===== src/rtl/capture_seq.sv =====
`default_nettype none
// ============================================================================
//  Module   : capture_seq
//  Purpose  : Triggered ADC capture sequencer. Divides the clock down to a
//             sample strobe and waits for a rising crossing of ADC_Data over
//             F_Gate. It then writes Buf_Depth consecutive samples to a
//             buffer and holds Done until the reader acknowledges.
//  Options  : CAPTURE_SEQ_AUTO_TRIG_EN -- when defined, a capture is forced
//             after Trig_Timeout strobes without a real trigger, and
//             Trig_Auto reports that the capture was forced.
//  Revision : 1.0  initial release
// ============================================================================
module capture_seq #(
   parameter int Buf_Depth    = 512,
   parameter int Addr_W       = 9,
   parameter int Trig_Timeout = 2000
) (
   input  logic              clk_100MHz,
   input  logic              Rst,
   input  logic              Start,
   input  logic              Abort,
   input  logic [20:0]       Period,
   input  logic [7:0]        ADC_Data,
   input  logic [7:0]        F_Gate,
   input  logic              Ack,
   output logic              Wr_En,
   output logic [Addr_W-1:0] Wr_Addr,
   output logic [7:0]        Wr_Data,
   output logic              Busy,
   output logic              Done,
   output logic              Trig_Auto
);

   typedef enum logic [1:0] {
      ST_IDLE      = 2'd0,
      ST_WAIT_TRIG = 2'd1,
      ST_CAPTURE   = 2'd2,
      ST_DONE      = 2'd3
   } state_t;

   localparam logic [Addr_W-1:0] c_last_addr = Addr_W'(Buf_Depth - 1);

   state_t            state_q,     state_d;
   logic [20:0]       period_q,    period_d;
   logic [20:0]       div_q,       div_d;
   logic              prev_q,      prev_d;
   logic              primed_q,    primed_d;
   logic [Addr_W-1:0] addr_q,      addr_d;
   logic              wr_en_q,     wr_en_d;
   logic [Addr_W-1:0] wr_addr_q,   wr_addr_d;
   logic [7:0]        wr_data_q,   wr_data_d;
   logic              busy_q,      busy_d;
   logic              done_q,      done_d;

   logic              w_strobe;
   logic              w_cmp;
   logic              w_real_trig;
   logic              w_auto_hit;

`ifdef CAPTURE_SEQ_AUTO_TRIG_EN
   logic [15:0]       tmo_q,       tmo_d;
   logic              trig_auto_q, trig_auto_d;

   // Timeout fires on the strobe whose count equals Trig_Timeout
   assign w_auto_hit = (tmo_q + 16'd1) == 16'(Trig_Timeout);
   assign Trig_Auto  = trig_auto_q;
`else
   logic [15:0]       unused_timeout;

   // Without the auto-trigger option WAIT_TRIG waits forever
   assign unused_timeout = 16'(Trig_Timeout);
   assign w_auto_hit     = 1'b0;
   assign Trig_Auto      = 1'b0;
`endif

   // Strobe decode and trigger comparison; the divider only runs while busy
   always_comb begin
      w_strobe    = ((state_q == ST_WAIT_TRIG) || (state_q == ST_CAPTURE)) &&
                    (div_q == (period_q - 21'd1));
      w_cmp       = (ADC_Data > F_Gate);
      w_real_trig = primed_q && !prev_q && w_cmp;
   end

   // Next-state and next-output computation for the whole sequencer
   always_comb begin
      state_d   = state_q;
      period_d  = period_q;
      div_d     = div_q;
      prev_d    = prev_q;
      primed_d  = primed_q;
      addr_d    = addr_q;
      wr_en_d   = 1'b0;
      wr_addr_d = wr_addr_q;
      wr_data_d = wr_data_q;
`ifdef CAPTURE_SEQ_AUTO_TRIG_EN
      tmo_d       = tmo_q;
      trig_auto_d = trig_auto_q;
`endif

      case (state_q)
         ST_IDLE: begin
            if (Start) begin
               state_d  = ST_WAIT_TRIG;
               period_d = (Period == 21'd0) ? 21'd1 : Period;
               div_d    = 21'd0;
               prev_d   = 1'b0;
               primed_d = 1'b0;
               addr_d   = '0;
`ifdef CAPTURE_SEQ_AUTO_TRIG_EN
               tmo_d       = 16'd0;
               trig_auto_d = 1'b0;
`endif
            end
         end

         ST_WAIT_TRIG: begin
            if (Abort) begin
               state_d = ST_IDLE;
            end else begin
               div_d = w_strobe ? 21'd0 : (div_q + 21'd1);
               if (w_strobe) begin
                  prev_d   = w_cmp;
                  primed_d = 1'b1;
`ifdef CAPTURE_SEQ_AUTO_TRIG_EN
                  tmo_d = tmo_q + 16'd1;
`endif
                  // A real edge wins over a timeout on the same strobe
                  if (w_real_trig || w_auto_hit) begin
                     state_d   = ST_CAPTURE;
                     wr_en_d   = 1'b1;
                     wr_addr_d = '0;
                     wr_data_d = ADC_Data;
                     addr_d    = Addr_W'(1);
`ifdef CAPTURE_SEQ_AUTO_TRIG_EN
                     trig_auto_d = !w_real_trig;
`endif
                  end
               end
            end
         end

         ST_CAPTURE: begin
            if (Abort) begin
               state_d = ST_IDLE;
            end else begin
               div_d = w_strobe ? 21'd0 : (div_q + 21'd1);
               if (w_strobe) begin
                  wr_en_d   = 1'b1;
                  wr_addr_d = addr_q;
                  wr_data_d = ADC_Data;
                  if (addr_q == c_last_addr) begin
                     state_d = ST_DONE;
                  end else begin
                     addr_d = addr_q + Addr_W'(1);
                  end
               end
            end
         end

         ST_DONE: begin
            if (Ack) begin
               state_d = ST_IDLE;
            end
         end

         default: begin
            state_d = ST_IDLE;
         end
      endcase

      busy_d = (state_d == ST_WAIT_TRIG) || (state_d == ST_CAPTURE);
      done_d = (state_d == ST_DONE);
   end

   // State and registered outputs; reset abandons any capture in flight
   always_ff @(posedge clk_100MHz or posedge Rst) begin
      if (Rst) begin
         state_q   <= ST_IDLE;
         period_q  <= 21'd0;
         div_q     <= 21'd0;
         prev_q    <= 1'b0;
         primed_q  <= 1'b0;
         addr_q    <= '0;
         wr_en_q   <= 1'b0;
         wr_addr_q <= '0;
         wr_data_q <= 8'd0;
         busy_q    <= 1'b0;
         done_q    <= 1'b0;
`ifdef CAPTURE_SEQ_AUTO_TRIG_EN
         tmo_q       <= 16'd0;
         trig_auto_q <= 1'b0;
`endif
      end else begin
         state_q   <= state_d;
         period_q  <= period_d;
         div_q     <= div_d;
         prev_q    <= prev_d;
         primed_q  <= primed_d;
         addr_q    <= addr_d;
         wr_en_q   <= wr_en_d;
         wr_addr_q <= wr_addr_d;
         wr_data_q <= wr_data_d;
         busy_q    <= busy_d;
         done_q    <= done_d;
`ifdef CAPTURE_SEQ_AUTO_TRIG_EN
         tmo_q       <= tmo_d;
         trig_auto_q <= trig_auto_d;
`endif
      end
   end

   assign Wr_En   = wr_en_q;
   assign Wr_Addr = wr_addr_q;
   assign Wr_Data = wr_data_q;
   assign Busy    = busy_q;
   assign Done    = done_q;

endmodule
`default_nettype wire


===== config.mk =====
export PLATFORM = sky130hd
export DESIGN_NAME = capture_seq
export DESIGN_NICKNAME = d
export VERILOG_FILES = /design/src/rtl/capture_seq.sv
export SDC_FILE = /design/constraint.sdc
export NUM_CORES = 1
export LEC_CHECK = 0
export BUFFER_PORTS_ARGS = -buffer_cell sky130_fd_sc_hd__buf_2
export CAP_MARGIN = 15
export CELL_PAD_IN_SITES_DETAIL_PLACEMENT = 1
export CELL_PAD_IN_SITES_GLOBAL_PLACEMENT = 1
export CORE_MARGIN = 2
export CORE_UTILIZATION = 45
export DETAILED_ROUTE_END_ITERATION = 8
export GPL_TIMING_DRIVEN = 1
export MAX_ROUTING_LAYER = met4
export PLACE_DENSITY = 0.86
export SLEW_MARGIN = 20
export SYNTH_ARGS = -nofsm -noshare
export SYNTH_HDL_FRONTEND = slang
export SYNTH_SLANG_ARGS = --single-unit

===== constraint.sdc =====
create_clock -name clk_100MHz -period 4.6 [get_ports clk_100MHz]
set_input_delay 0.46 -clock clk_100MHz [delete_from_list [all_inputs] [get_ports clk_100MHz]]
set_output_delay 0.46 -clock clk_100MHz [all_outputs]
set_load 0.05 [all_outputs]

== Word level (Yosys, flattened, before mapping) ==
Index checks and enable logic that the tools add are counted.
Widths: inputs -> output; s select.
Storage, ports and cells
  register bits after elaboration: 75
  input bits: 42
  output and inout bits: 21
  word-level logic and storage cells: 96
Cells by class
  add/subtract/negate cells: 3
  magnitude comparators: 1
  eq/ne operators: 16
  multiplexer cells: 47
  reduce and logical (&&, ||, !) cells: 18
Operators with widths (count)
  $mux 9: 12
  $mux 21: 4
  $pmux 21 s2: 1
  $mux 8: 5
  $pmux 9 s3: 1
  $add 21x1->21 const B: 1
  $eq 21x21->1: 1
  $logic_not 21->1: 1
  $sub 21x1->21 const B: 1
  $pmux 9 s2: 1
  $mux 2: 8
  $ne 2x2->1 const B: 8
  $pmux 8 s2: 1
  $mux 1: 10
  $add 9x1->9 const B: 1
  $eq 9x9->1 const B: 1
  $eq 2x2->1 const B: 4
  $gt 8x8->1: 1
  $pmux 2 s4: 1
  $reduce_and 8->1: 1
  $pmux 1 s2: 3
  $reduce_and 6->1: 1
  $reduce_bool 2->1: 3
  $eq 2x1->1 const B: 2
  9 further kinds: 12

== Longest topological paths before layout ==
Gate-level depths: netlist of the first run.
  word-level depth: 9
  mapped depth: 11
  gate-level depth less buffers: 11

== Worst setup path before layout of the first run ==
No wires, ideal clock.
  path type: reg2reg
  start: reg period_q[7]
  end: reg busy_q (netlist: Busy)
  library setup time: 0.126 ns
  arrival: 3.265 ns
  data required time: 4.474 ns
  path slack: 1.209 ns
  stages on the path, launching flop included: 10
  buffers on the path: 1
  clock period less this slack: 3.391 ns
  cell sequence: dfrtp_1 or4_4 or3_4 or4_1 a22oi_1 and3_1 nand2_4 clkbuf_1 o41ai_1 ha_1
On the way
  cells in the longest elaborated chain, start to end: 8
  elaborated cells on any way between the ends: 11
  those cells by class: add/sub (1); eq/ne (3); mux (5); reduce/logical (2)
RTL lines
  from (decl): line 44  | logic [20:0] period_q, period_d;
  from (signal assigned): line 195  | period_q <= period_d;
  $sub 21x1->21 *: line 79  | (div_q == (period_q - 21'd1));
  $eq 21x21->1 *: line 79
  $logic_and 1x1->1 *: line 78  | w_strobe = ((state_q == ST_WAIT_TRIG) || (state_q == ST_CAPTURE)) &&
  $mux 2 (on tied branches): line 147, 121
  $mux 2 (on tied branches): line 143, 117
  $pmux 2 s4 *: line 100  | case (state_q)
  named net state_d[1]: line 43  | state_t state_q, state_d;
  $eq 2x1->1 / $eq 2x2->1 (equally long branches): line 171  | busy_d = (state_d == ST_WAIT_TRIG) || (state_d == ST_CAPTURE);
  $logic_or 1x1->1 *: line 171
  named net busy_d: line 52  | logic busy_q, busy_d;
  to (signal assigned): line 203  | busy_q <= busy_d;
  to (decl): line 52
The timed path passes the listed nets; every way through them passes the cells marked *.
A chain may end at the register's enable or synchronous reset.

== Worst setup path in the final report of the first run ==
  start: reg period_q[0]
  end: reg busy_q (netlist: Busy)
Same word-level chain as after synthesis.

==> results of run 1 <==
-- final cells by class --
cell class	count	area share
Sequential cell	75	0.355
Tap cell	136	0.0322
Timing Repair Buffer	67	0.0662
Inverter	39	0.0277
Clock buffer	9	0.0234
Multi-Input combinational cell	357	0.485
Clock inverter	6	0.0109
-- cells by family (layout without fill, tap and decap cells) --
logic type	Yosys count	in the layout	synth area share
other cells	1	1	0.000798
fa+ha+maj	17	17	0.0453
simple gates	169	169	0.207
compound gates	107	107	0.154
flops	75	75	0.399
xor+xnor	23	23	0.0429
buf+inv	67	121	0.0559
mux	40	40	0.0945
-- worst paths after layout --
check | startpoint | end | slack (ps) | cells past startpoint
worst max-delay path | period_q[0] | Busy | 600 | 10
worst min-delay path | Rst | addr_q[1] | 50 | 2
worst max register to register | period_q[0] | Busy | 600 | 10
worst min register to register | Wr_Data[5] | Wr_Data[5] | 510 | 1
max in group asynchronous | Rst | period_q[20] | 3450 | 3
min in group clk_100MHz | ADC_Data[5] | Wr_Data[5] | 330 | 2
-- per-stage QoR --
step                hold slack (ps)  instance area, um2  std cells  total power [mW]
finish                         48.3                5290        689              1.97
CTS                            57.4                5290        689              1.97
floorplan                       482                4700        499              1.28
global route                   91.0                5290        689              2.08
global placement                460                5110        674              1.43
detailed placement              460                5110        674              1.46
-- cells in the mapped netlist (all sizes together), types with 9 or more instances --
master,count,share of area
nor3,13,0.016
nor4,9,0.015
a31oi,33,0.044
xnor2,15,0.028
dfrtp,75,0.40
mux2i,11,0.023
mux2,29,0.071
ha,17,0.045
nor2,22,0.018
clkbuf,26,0.021
nand3b,12,0.019
inv,39,0.031
nand3,23,0.024
a21oi,13,0.014
nand4,15,0.020
nand2,31,0.026
o21ai,12,0.013
-- where the power goes --
part           switching (mW)  internal [mW]
Clock                   0.260          0.244
Sequential              0.119          0.734
Combinational           0.363          0.249
Total                   0.743           1.23
-- sequential cells by signal, summed over array words and instances, names as in the netlist, 2 cells and up --
name,count
Wr_Addr,9
Wr_Data,8
addr_q,9
div_q,21
period_q,21
state_q,2
-- routing by layer --
metal	track usage	vias up	wire length (um)
li1	-	1944	-
met5	-	-	0
met3	0.0276	14	366
met1	0.324	2058	6040
met4	0.0921	0	198
met2	0.392	60	6280
-- placed cells by master (no fill, tap or decap), types with 9 or more instances in the layout --
| master | Yosys | layout |
|---|---|---|
| nand2_1 | 30 | 30 |
| buf_2 | 0 | 61 |
| xnor2_1 | 15 | 15 |
| nand4_1 | 15 | 15 |
| nand3_1 | 23 | 23 |
| ha_1 | 17 | 17 |
| nor3_1 | 12 | 12 |
| dfrtp_1 | 75 | 75 |
| mux2_2 | 27 | 27 |
| o21ai_0 | 12 | 12 |
| nor2_1 | 22 | 22 |
| a31oi_1 | 33 | 33 |
| nand3b_1 | 12 | 12 |
| a21oi_1 | 13 | 13 |
| inv_1 | 39 | 38 |
| clkbuf_8 | 0 | 9 |
| mux2i_1 | 11 | 11 |
-- critical path: stages (launching register included) --
cell and delay [ps]:
dfrtp_1 430, inv_1 100, ha_1 290, or3b_2 530, nor2_1 310, a31oi_1 140, nand4b_1 280, nor4_4 470
nand2_4 370, o41ai_1 620, ha_1 340
==> summary.md, run 1 <==
| Metric | Value |
|---|---|
| Status | completed |
| Power Dens Cells | around 370 nW/um2 |
| DR DRC count | 0 |
| Multi-input combinational cell area | roughly 2600 um2 |
| Crit Path Category | reg2reg |
| First-pass GRT wire length | about 21 mm |
| CTS tree | built |
| Synth Register Bits | 75 |
| Total GRT Usage | 0.246 |
| CTS max path bufs | 2 |
| FILL cells | between 1000 and 1500 |
| GPL Wtd Cong | 0.899 |
| Number of flops mapped to enable cells by yosys | 0 |
| Warnings, synthesis | 0 |
| Final core utilization | 0.517 |
| Syn avg cell area | approximately 9.4 um2 |
| RSZ-0062 raised after global routing | no |
| Critical path data arrival time | 4250 ps |
| Clock Latency Late Sink | about 370 ps |
| Antenna cells | 0 |
| Slew @ Worst Pin | about 1100 ps |
| Routed Antenna Nets | 0 |
| Synth Instances | approximately 500 |
| VDD IR max | 0.000196 V |
| Initial antenna violation count | 0 |
| Clk root buf | clkbuf_8 |
| Largest net degree at the start of global routing | between 50 and 60 |
| MaxCap Viol Count | 0 |
| Max frequency | roughly 250 MHz |
| Place WS | 665 ps |
| Layout cells sized above 1 | 0.219 |
| Initial DRC Count | approximately 200 |
| Critical Path RT | 4850 ps |
| Mapped cell area | 4700 um2 |
| Via Count | slightly above 4000 |
| Min-delay worst type | in2async |
| Nets@finish | about 610 |
| Vias per inst | slightly below 6 |
| Post-synth cell types | slightly above 60 |
| Max FO, Critical Path | 45 |
| Skew final | about 10 ps |
| Detail Placement HPWL | approximately 9.6 mm |
| Final Hold Fails | 0 |
| Rows | 37 |
| Period utilisation layout | 0.869 |
| Die Y | between 100 and 150 um |
| Clk sinks | 75 |
| Total grt overflow | 0 |
| Initial Utilization | 0.459 |
| Die width | ~110 um |
| H-tree depth | 3 |
| PostCTS Resize Cnt | 0 |
| Core footprint | 10200 um2 |
| Syn Nets | 558 |
| Slew Viols, Final | 0 |
| CTS clk-pin slew, worst paths | ~80 ps |
| CTS buffer count | 9 |
| Part of the Yosys area used for sequential elements | 0.399 |
| Per-cell routed wire length | between 15 and 20 um |
| Top Ports | between 60 and 70 |
| Detailed Routing Iterations Pass 1 | 4 |
| Post-CTS Hold Fix Bufs | 0 |
| Fin crit period | 4000 ps |
| Setup violations, final | 0 |
| FF/Latch Area | between 1500 and 2000 um2 |
| Post-CTS setup buffers | 0 |
| WL final | between 10 and 15 mm |
| Vias in the first global route | between 4000 and 5000 |
| Main synth FF type | dfrtp_1 |
| # port buffers | between 60 and 70 |
| Slew HR | 0.279 |
| Critical Path End Type | flip-flop |
| Ys async rst share | 1.00 |
| Area delta synth->final | 12.6% |
| Startpoint types | flip-flop |
| LEAKAGE | between 2 and 2.5 nW |
| Die area | approximately 11000 um2 |
| Setup TNS | 0 ps |
| Setup ws final | 605 ps |
No activity file was read; power rests on OpenSTA's default activity.
==> run 2, diff against run 1 <==
--- a/config.mk
+++ b/config.mk
@@ -9,12 +9,13 @@
 export CAP_MARGIN = 15
 export CELL_PAD_IN_SITES_DETAIL_PLACEMENT = 1
 export CELL_PAD_IN_SITES_GLOBAL_PLACEMENT = 1
+export CORE_ASPECT_RATIO = 0.8
 export CORE_MARGIN = 2
 export CORE_UTILIZATION = 45
 export DETAILED_ROUTE_END_ITERATION = 8
 export GPL_TIMING_DRIVEN = 1
 export MAX_ROUTING_LAYER = met4
-export PLACE_DENSITY = 0.86
+export PLACE_DENSITY_LB_ADDON = 0.1
 export SLEW_MARGIN = 20
 export SYNTH_ARGS = -nofsm -noshare
 export SYNTH_HDL_FRONTEND = slang
==> constraint.sdc (replaced) <==
create_clock -name clk_100MHz -period 4.6 [get_ports clk_100MHz]
set_input_delay 0.46 -clock clk_100MHz [delete_from_list [all_inputs] [get_ports clk_100MHz]]
set_output_delay 0.46 -clock clk_100MHz [all_outputs]
set_load 0.005 [all_outputs]
==> summary.md, run 2 (synthesis gave the netlist of run 1 again) <==
| Metric | Value |
|---|---|
| CTS clk-pin slew, worst paths | 60 ps |
| Layout cells sized above 1 | 0.220 |
| Total grt overflow | 0 |
| First-pass GRT wire length | 21.4 mm |
| LEAKAGE | 2.38 nW |
| Critical Path End Type | flip-flop |
| Most frequent cells in the layout | dfrtp_1 (75), buf_2 (61), inv_1 (38), a31oi_1 (33), nand2_1 (30) |
| Via Count | ~4200 |
| Slew @ Worst Pin | around 880 ps |
| Top Ports | between 60 and 70 |
| Post-CTS setup buffers | 0 |
| Detailed Routing Iterations Pass 1 | 4 |
| Max frequency | ~260 MHz |
| Design area | between 5000 and 6000 um2 |
| Sw Share | 0.315 |
| Switching power | ~0.74 mW |
| Clk root buf | clkbuf_16 |
| Detail Placement HPWL | between 9 and 10 mm |
| Clk sinks | 75 |
| Setup TNS | 0 ps |
| Comb pwr share | 0.250 |
| Per-cell routed wire length | 18.6 um |
| Share of power burned in registers | 0.370 |
| Initial antenna violation count | 0 |
| Slew HR | 0.410 |
| VDD IR max | between 0.0002 and 0.00025 V |
| Min-delay worst type | in2async |
| Period utilisation layout | 0.840 |
| Die width | between 100 and 150 um |
| Vias in the first global route | between 4000 and 5000 |
| Critical Path RT | approximately 4900 ps |
| CTS tree | built |
| GPL Wtd Cong | about 0.92 |
| Clock Latency Late Sink | between 300 and 400 ps |
| R2R Path End | Wr_Addr[0] |
| CTS buffer count | 9 |
| Internal power | ~1.6 mW |
| H-tree depth | 3 |
| Crit path max-delay family | simple AND/OR/NAND/NOR gates |
| Critical path data arrival time | about 4100 ps |
| FF-to-FF setup slack | about 730 ps |
| Startpoint types | flip-flop |
| # port buffers | around 60 |
| Routed Antenna Nets | 0 |
| Skew final | between 4 and 5 ps |
| R2R cell count | 11 |
| Die Y | between 90 and 100 um |
| CTS max path bufs | 2 |
| Core footprint | 10200 um2 |
| Setup violations, final | 0 |
| Die area | ~11000 um2 |
| Post-CTS Hold Fix Bufs | 0 |
| Fin crit period | slightly below 4000 ps |
| Rows | 33 |
| Nets@finish | 609 |
| Status | completed |
| MaxCap Viol Count | 0 |
| Area delta synth->final | 17.0% |
| Initial DRC Count | about 320 |
| Initial Utilization | 0.461 |
| RSZ-0062 raised after global routing | no |
| Total GRT Usage | 0.248 |
| Slew Viols, Final | 0 |
| Crit Path Category | reg2reg |
| Buffers and inverters on the worst path | 2 |
| Crit-path max cell delay | 530 ps |
| Worst-path cell chain | inv_1, ha_1, or3b_2, nor2_1, a31oi_1, nand4b_1, nor4_4, nand2_4, nor3_4, buf_4, mux2i_1 |
| Largest net degree at the start of global routing | 51 |
| Largest regs | div_q x21, period_q x21 |
| Max FO, Critical Path | 10 |
| DP Area | 5120 um2 |
| Antenna cells | 0 |
| Final core utilization | 0.539 |
| Highest-delay cell along the critical path | or3b_2 |
| Leading cell type in the layout, fill and taps excluded | dfrtp_1 |
| Reg-to-reg startpoint | period_q[0] |
| PostCTS Resize Cnt | 0 |
| DR DRC count | 0 |
| Final Hold Fails | 0 |
| Power Dens Cells | ~420 nW/um2 |
| Clk pwr share | 0.380 |
| WL final | roughly 13 mm |
| Vias per inst | about 6 |
-- run 2: how the worst max path moves through the flow --
stage	start	end	slack (ps)	cells past startpoint
6_report	period_q[0]	Wr_Addr[0]	730	11
3_5_place_dp	period_q[0]	Wr_Addr[0]	760	11
4_1_cts	period_q[0]	Wr_Addr[0]	740	11
3_3_place_gp	period_q[7]	Wr_Addr[5]	970	9
5_1_grt	period_q[7]	Wr_Addr[4]	440	9
2_1_floorplan	period_q[7]	Busy	1210	9
-- run 2: power by group through the flow --
stage / Combinational [mW] / Clock [mW] / Sequential, mW
after floorplan: 0.444 / 0 / 0.813
after global placement: 0.554 / 0 / 0.861
after detailed placement: 0.575 / 0 / 0.868
after CTS: 0.583 / 0.902 / 0.860
after global routing: 0.641 / 0.936 / 0.877
final: 0.583 / 0.887 / 0.863
-- run 2: layout make-up --
cell class	instances	area, um2
well taps	140	175
repair buffers	68	358
flip-flops and latches	75	1880
fillers	1194	4700
clock inverters	4	120
multi-input cells	357	2570
inverters	39	148
clock buffers	12	256
-- run 2: through the flow --
step	hold WS, ps	worst slack, ps	instances	total power [mW]
final	283	734	695	2.33
after detailed placement	490	758	679	1.44
after global placement	486	965	679	1.41
after floorplan	482	1210	499	1.26
after global routing	353	442	695	2.45
after CTS	362	743	695	2.35
-- run 2: layer usage --
metal / vias up / part of all wire / wire length (um) / GRT usage
met3: 12 / 0.046 / 599 / 0.0401
met2: 105 / 0.45 / 5790 / 0.369
met1: 2089 / 0.49 / 6390 / 0.355
met5: - / 0 / 0 / -
met4: 0 / 0.011 / 137 / 0.0552
li1: 1948 / - / - / -
==> run 3, diff against run 2 <==
==> constraint.sdc (replaced) <==
create_clock -name clk_100MHz -period 3.58 [get_ports clk_100MHz]
set_input_delay 0.358 -clock clk_100MHz [delete_from_list [all_inputs] [get_ports clk_100MHz]]
set_output_delay 0.358 -clock clk_100MHz [all_outputs]
set_load 0.005 [all_outputs]
==> summary.md, run 3 (synthesis gave the netlist of run 1 again) <==
| Metric | Value |
|---|---|
| Status | completed |
| Clock Latency Late Sink | 340 ps |
| Via Count | 4129 |
| Clk sinks | 75 |
| Post-placement cell count | 690 |
| Setup violations, final | 0 |
| Critical Path End Type | flip-flop |
| Total Power | 2.81 mW |
| Die width | between 100 and 150 um |
| Top Ports | 63 |
| Max frequency | 293 MHz |
| LEAKAGE | around 2.4 nW |
| Largest net degree at the start of global routing | 42 |
| Antenna cells | 0 |
| Startpoint types | flip-flop |
| H-tree depth | 3 |
| Setup TNS | 0 ps |
| Crit Path Category | reg2reg |
| Final Non-Filler Cells | approximately 710 |
| Slew HR | 0.474 |
| Crit-path max cell delay | slightly above 600 ps |
| CTS clk-pin slew, worst paths | around 60 ps |
| VDD IR max | ~0.0003 V |
| Detailed Routing Iterations Pass 1 | 4 |
| Worst-path cell chain | or4_4, or4_1, xnor2_1, nand2_1, nor4_4, nand2_4, o41a_1, a21oi_1, ha_1 |
| WL final | 13.0 mm |
| Place WS | 121 ps |
| Core footprint | around 10000 um2 |
| Slew Viols, Final | 0 |
| Die area | 11300 um2 |
| CTS buffer count | 9 |
| Initial DRC Count | between 150 and 200 |
| DR DRC count | 0 |
| Clk root buf | clkbuf_16 |
| Critical path data arrival time | roughly 3600 ps |
| First-pass GRT wire length | roughly 22 mm |
| Largest regs | div_q x21, period_q x21 |
| Detail Placement HPWL | roughly 9.7 mm |
| Rows | 33 |
| Highest-delay cell along the critical path | or4_4 |
| Power Dens Cells | 506 nW/um2 |
| Buffers and inverters on the worst path | 0 |
| Setup ws final | between 150 and 200 ps |
| Most frequent cells in the layout | dfrtp_1 (75), buf_2 (61), inv_1 (38), a31oi_1 (33), nand2_1 (30) |
| Post-CTS Hold Fix Bufs | 0 |
| Fin crit period | around 3400 ps |
| Vias in the first global route | ~4200 |
| Initial antenna violation count | 0 |
| Vias per inst | roughly 5.8 |
| CTS tree | built |
| Hold_ws | 168 ps |
| MaxCap Viol Count | 0 |
| Critical Path RT | about 3800 ps |
| Period utilisation layout | 0.955 |
| Max FO, Critical Path | 8 |
| Initial Utilization | 0.461 |
| Total grt overflow | 0 |
| Crit path max-delay family | simple AND/OR/NAND/NOR gates |
| Final Hold Fails | 0 |
| Slew @ Worst Pin | roughly 800 ps |
| Area delta synth->final | 18.3% |
| Leading cell type in the layout, fill and taps excluded | dfrtp_1 |
| Routed Antenna Nets | 0 |
| CTS max path bufs | 2 |
| Total GRT Usage | 0.249 |
| # port buffers | 61 |
| GPL Wtd Cong | ~0.89 |
| Per-cell routed wire length | between 15 and 20 um |
| Min-delay worst type | in2async |
| Layout cells sized above 1 | 0.252 |
| Die Y | 95.4 um |
| Skew final | 6.44 ps |
| Nets@finish | 621 |
==> run 3: cell count changes in the layout (fill, tap and decap cells not counted), sizes merged <==
| cell | previous run | this run |
|---|---|---|
| buf | 68 | 80 |
| clkinvlp | 0 | 2 |
| clkinv | 1 | 4 |
| bufinv | 4 | 1 |
| inv | 38 | 39 |
| clkbuf | 12 | 9 |
==> run 3: final timing paths <==
path | startpoint | endpoint | slack [ps] | cells past startpoint
max reg2reg | period_q[0] | Busy | 160 | 9
min | Rst | div_q[15] | 170 | 2
min reg2reg | Wr_Data[3] | Wr_Data[3] | 510 | 1
max | period_q[0] | Busy | 160 | 9
min in group clk_100MHz | Period[6] | period_q[6] | 260 | 2
max in group asynchronous | Rst | period_q[16] | 2730 | 3
==> run 3: layer usage <==
| metal | vias to the layer above | GRT usage | part of all wire |
|---|---|---|---|
| met5 | - | - | 0 |
| met4 | 0 | 0.0542 | 0.0070 |
| met3 | 10 | 0.0455 | 0.045 |
| met2 | 77 | 0.384 | 0.45 |
| met1 | 2064 | 0.344 | 0.49 |
| li1 | 1978 | - | - |
==> run 3: through the flow <==
stage | utilization | instance area, um2
2_1_floorplan | - | 4700
3_3_place_gp | 0.512 | 5220
3_5_place_dp | 0.512 | 5220
4_1_cts | 0.540 | 5510
5_1_grt | 0.545 | 5560
6_report | 0.545 | 5560
==> run 3: what timing repair did <==
action	in CTS	in global routing
endpoints found under the setup margin	0	19
gates resized for setup	0	8
buffers inserted	0	1
==> run 3: power by group <==
part	leakage (nW)	switching [mW]	internal (mW)
clock	0.141	0.361	0.537
sequential	0.957	0.141	0.945
combinational	1.32	0.465	0.362
==> run 3: cell type report <==
cell class | instances | area, um2
clock buffer | 9 | 225
multi-input combinational | 357 | 2610
clock inverter | 7 | 68.8
inverter | 39 | 146
fill | 1220 | 4640
timing repair buffer | 80 | 460
tap | 140 | 175
sequential | 75 | 1880
